--- config.mk ---
export PLATFORM = sky130hd
export DESIGN_NAME = pipe_flush_reg
export DESIGN_NICKNAME = d
export VERILOG_FILES = /design/src/rtl/pipe_flush_reg.sv
export SDC_FILE = /design/constraint.sdc
export NUM_CORES = 1
export LEC_CHECK = 0
export BUFFER_PORTS_ARGS = -buffer_cell sky130_fd_sc_hd__buf_2
export CAP_MARGIN = 30
export CORE_ASPECT_RATIO = 1.2
export CORE_MARGIN = 2
export CORE_UTILIZATION = 41
export CTS_BUF_LIST = sky130_fd_sc_hd__clkbuf_4 sky130_fd_sc_hd__clkbuf_8
export DETAILED_ROUTE_END_ITERATION = 10
export PLACE_DENSITY = 0.94
export SETUP_SLACK_MARGIN = 0.3
export SLEW_MARGIN = 20
export SYNTH_ARGS = -nofsm -noshare
export SYNTH_HDL_FRONTEND = slang
export SYNTH_SLANG_ARGS = --single-unit
--- constraint.sdc ---
create_clock -name clk -period 1.9 [get_ports clk]
set_input_delay 0.38 -clock clk [delete_from_list [all_inputs] [get_ports clk]]
set_output_delay 0.38 -clock clk [all_outputs]
set_load 0.03 [all_outputs]
--- src/rtl/pipe_flush_reg.sv ---
// Single pipeline stage with a channel-select mux, stall hold and a
// flush sequencer that inserts a fixed number of bubble cycles.
module pipe_flush_reg #(
  parameter int unsigned     bits      = 32,
  parameter int unsigned     channels  = 4,
  parameter int unsigned     flush_len = 2,
  parameter logic [bits-1:0] nop_value = '0
) (
  input  logic                         clk,
  input  logic                         rst,
  input  logic [channels*bits-1:0]     data_in,
  input  logic [$clog2(channels)-1:0]  selector,
  input  logic                         valid_in,
  input  logic                         stall,
  input  logic                         flush,
  output logic [bits-1:0]              Q,
  output logic                         valid_out,
  output logic                         flushing
);

  localparam int unsigned sel_w = $clog2(channels);
  localparam int unsigned cnt_w = $clog2(flush_len + 1);

  // Counter value loaded on a flush edge; the flush edge itself is the first bubble.
  localparam logic [cnt_w-1:0] cnt_reload = cnt_w'(flush_len - 1);
  localparam logic [cnt_w-1:0] cnt_one    = cnt_w'(1);
  // A single-bubble flush never needs the FLUSH state.
  localparam bit multi_bubble = (flush_len > 1);

  typedef enum logic {StRun, StFlush} state_e;

  state_e          state_q;
  logic [cnt_w-1:0] cnt_q;
  logic [bits-1:0]  q_q;
  logic             valid_q;
  logic [bits-1:0]  sel_data;

  // Channel mux; selector values with no matching channel fall back to channel 0.
  always_comb begin
    sel_data = data_in[0 +: bits];
    for (int k = 1; k < channels; k++) begin
      if (selector == sel_w'(k)) begin
        sel_data = data_in[k*bits +: bits];
      end
    end
  end

  // Stage register and flush sequencer; flush outranks stall in every state.
  always_ff @(posedge clk or posedge rst) begin
    if (rst) begin
      state_q <= StRun;
      cnt_q   <= '0;
      q_q     <= nop_value;
      valid_q <= 1'b0;
    end else if (flush) begin
      q_q     <= nop_value;
      valid_q <= 1'b0;
      cnt_q   <= cnt_reload;
      state_q <= multi_bubble ? StFlush : StRun;
    end else begin
      unique case (state_q)
        StRun: begin
          if (!stall) begin
            q_q     <= sel_data;
            valid_q <= valid_in;
          end
        end
        StFlush: begin
          // Bubbles keep coming regardless of stall; inputs are ignored.
          q_q     <= nop_value;
          valid_q <= 1'b0;
          if (cnt_q <= cnt_one) begin
            cnt_q   <= '0;
            state_q <= StRun;
          end else begin
            cnt_q <= cnt_q - cnt_one;
          end
        end
        default: begin
          state_q <= StRun;
          cnt_q   <= '0;
        end
      endcase
    end
  end

  assign Q         = q_q;
  assign valid_out = valid_q;
  assign flushing  = (state_q == StFlush);

endmodule

==> impl_summary.txt <==
----------------------------------------------------
[Outcome]
  Status ... completed

[Drt]
  DRC marker count from the first detailed-route iteration ... 105
  1st-pass router iterations ... 4
  Detailed-route vias per instance ... 5.21
  ANT nets after route ... 0
  Routed wirelength normalized by instance count ... 13.6 um
  DRC violations left ... 0
  Total Routed Length ... 5760 um
  Total number of vias ... 2205

[Worst hold path]
  Hold Path Class ... in -> async

[STA]
  Final Hold Fails ... 0
  Final critical path time including I/O delays and setup ... approximately 1.5 ns
  Number of setup violations in the final report ... 0
  Max Transition Viols Final ... 0
  Largest clock skew in the final design ... 0.00135 ns
  Max-slew headroom at the worst pin ... 69.5%
  Upper clock frequency limit ... 655 MHz
  Tightest Pin Transition ... 0.458 ns
  Portion of the clock cycle consumed by the worst path in the final layout ... 80.4%
  Post-route worst setup slack ... roughly 0.37 ns
  RSZ-0062 raised after global routing ... no
  Summed negative setup slack over all endpoints ... 0 ns

[Floorplanning]
  Initial standard-cell utilization of the core ... approximately two fifths
  Die Outline Area ... 5880 sq um
  Height of the die ... 83.6 um
  Number of I/O pins ... 169
  Die extent in x ... 70.4 um
  Total core area ... roughly 5200 sq um
  Number of placement rows ... 29

[Worst setup path]
  Arrival time at the worst endpoint ... 1.74 ns
  Critical path buffers and inverters ... 1
  Top fanout value on the critical path ... 32
  Cell family with the largest share of critical-path delay ... simple AND/OR/NAND/NOR gates
  Stage delay of the slowest cell on the critical path ... ~0.53 ns
  Critical Path Sink Type ... register
  Crit Path Class ... reg -> reg
  Startpoint class of the critical path ... register
  Worst setup startpoint ... flushing
  Ordered cell list for the critical path ... or4b_4 > buf_12 > o22ai_1 > a21o_1
  Worst R2R Start ... flushing
  Critical Path Slowest Stage Cell ... or4b_4
  Data required time of the critical path ... roughly 2.1 ns

[Final layout]
  Multi-input combinational cell area ... 1170 sq um
  Layout cell share with drive strength beyond 1 ... between 50% and 60%
  Flip-flop and latch area ... ~900 sq um
  Area growth syn-to-layout ... 47.9%
  Filler Cells Inserted ... 440
  Ant. Diodes ... 0
  Post-layout nets ... just under 500

[Power and ir drop]
  Static leakage power ... 2.10 nW
  Fraction of power spent switching nets ... around a quarter
  Cell Pwr Density ... 576 nW/um^2
  Part of the power in the clock network ... 30.8%
  Part of the total power dissipated in sequential elements ... between 40% and 50%
  Worst ir drop on vdd ... roughly 0.4 mV
  Switching power ... 0.491 mW
  Pint ... 1.35 mW
  Combinational cell fraction of total power ... between 20% and 30%

[Yosys]
  Most area-consuming cells after synthesis ... dfrtp_1, mux2i_1, a21o_1
  Combined area of all synthesized cells ... 2170 sq um
  Yosys top cell area share ... 41.6%
  Number of instances in the synthesized netlist ... 194
  Synth cell types ... 17
  Syn_area_per_cell ... 11.2 sq um
  Post-synthesis cell type with the largest combined area ... dfrtp_1
  Sequential element share of the synthesized area ... between 40% and 50%
  Warning count from the yosys run ... 0
  Register bit total from synthesis ... 36
  Net count after synthesis ... 329

[Clock network]
  Root buffer cell ... clkbuf_8
  Number of clock sinks ... 36
  Maximum clock insertion buffer count ... 2
  Clock tree from TritonCTS ... done
  CTS buffer count ... 5
  Clock Pin Slew Worst Setup and Hold Paths ... 0.07 ns
  Source-to-sink clock delay at the later pin of the worst-skew pair ... 0.27 ns
  Maximum level of the CTS H-tree ... 2
  Cts-stage hold buffer count ... 0

[Flow run]
  Number of max-cap violations ... 0

[Placed design]
  Final GP Congestion ... a little under 0.8
  HPWL reported at the end of detailed placement ... around 4500 um
  Count of input and output buffers ... 168
  Pre-CTS setup slack ... about 0.21 ns

[GRT]
  Number of antenna violations at the first check in global routing ... 0
  GRT Total Usage ... a little under a fifth
  Via count of the first global-routing pass ... around 2200
  GRT Residual Overflow ... 0
  First-pass GRT wire length ... roughly 9200 um
  Largest net degree at the start of global routing ... 37

----------------------------------------------------
-- per-layer routing --
| layer | wire [um] | share of wire [%] | vias to the layer above | GRT usage (%) |
|---|---|---|---|---|
| li1 | - | - | 1072 | - |
| met1 | 2120 | 37 | 1034 | 19.2 |
| met2 | 3130 | 54 | 93 | 36.9 |
| met3 | 460 | 8.0 | 6 | 4.95 |
| met4 | 59 | 1.0 | 0 | 5.59 |
| met5 | 0 | 0 | - | 0 |
-- state kept, by name, indices dropped and copies added, names as in the netlist --
name,flops
Q,32
valid_out,1
flushing,1
cnt_q,2
-- cell usage in the layout, fill, tap and decap left out, drive strengths merged --
cell type	instances
or2	1
clkbuf	8
nor3	1
dlymetal6s2s	1
inv	1
o221ai	1
mux2i	65
or4b	1
dfrtp	36
nor3b	2
nor2b	1
nand2	1
a21o	32
buf	176
o22ai	31
a21oi	2
or4	1
-- timing repair --
action,CTS,global route
setup endpoints to repair,17,30
buffers inserted,0,2
resized for setup,1,4
-- final timing paths --
path	end	slack, ns	depth (start not counted)
min reg2reg	Q[10]	0.47	1
max in group asynchronous	flushing	1.35	3
max reg2reg	Q[13]	0.37	4
max	Q[13]	0.37	4
min in group clk	cnt_q[1]	0.36	2
min	Q[2]	0.20	3
-- tightest hold or removal path: stages --
cell,delay (ns)
buf_2,0.09
inv_1,0.04
buf_4,0.40
-- area by class of cell --
type / instances / share of cell area, %
multi-input cells: 139 / 36.4
repair buffers: 177 / 29.9
flip-flops and latches: 36 / 28.2
clock buffers: 8 / 3.05
well taps: 62 / 2.42
inverters: 1 / 0.117
-- per-stage QoR --
stage / hold WS (ns) / power (mW) / instance area [sq um] / cells / util [%]
finish: 0.204 / 1.84 / 3200 / 423 / 61.8
global route: 0.237 / 1.95 / 3200 / 423 / 61.8
CTS: 0.216 / 1.87 / 3170 / 421 / 61.1
detailed placement: 0.464 / 1.29 / 3070 / 413 / 59.1
global placement: 0.455 / 1.27 / 3070 / 413 / 59.1
floorplan: 0.450 / 1.08 / 2170 / 194 / -
-- power groups by stage --
stage / clock network [mW] / registers, mW / logic, mW
2_1_floorplan: 0 / 0.890 / 0.192
3_3_place_gp: 0 / 0.829 / 0.445
3_5_place_dp: 0 / 0.831 / 0.458
4_1_cts: 0.598 / 0.817 / 0.459
5_1_grt: 0.629 / 0.819 / 0.501
6_report: 0.568 / 0.816 / 0.461
-- cell families after synthesis --
family,after synthesis,synth area share [%]
mux,65,30.0
buf+inv,19,4.97
compound gates,66,20.9
simple gates,8,2.48
flops,36,41.6
-- cell usage after synthesis --
cell type  count
a21oi_1        2
nand2_1        1
buf_2         11
clkbuf_1       4
o22ai_1       31
or4_1          1
nor3_1         1
or4b_1         1
nor2b_1        1
o221ai_1       1
or2_2          1
inv_1          1
a21o_1        32
dfrtp_1       36
nor3b_1        2
mux2i_1       65
buf_6          3
Power figures use the tool's default switching activity.
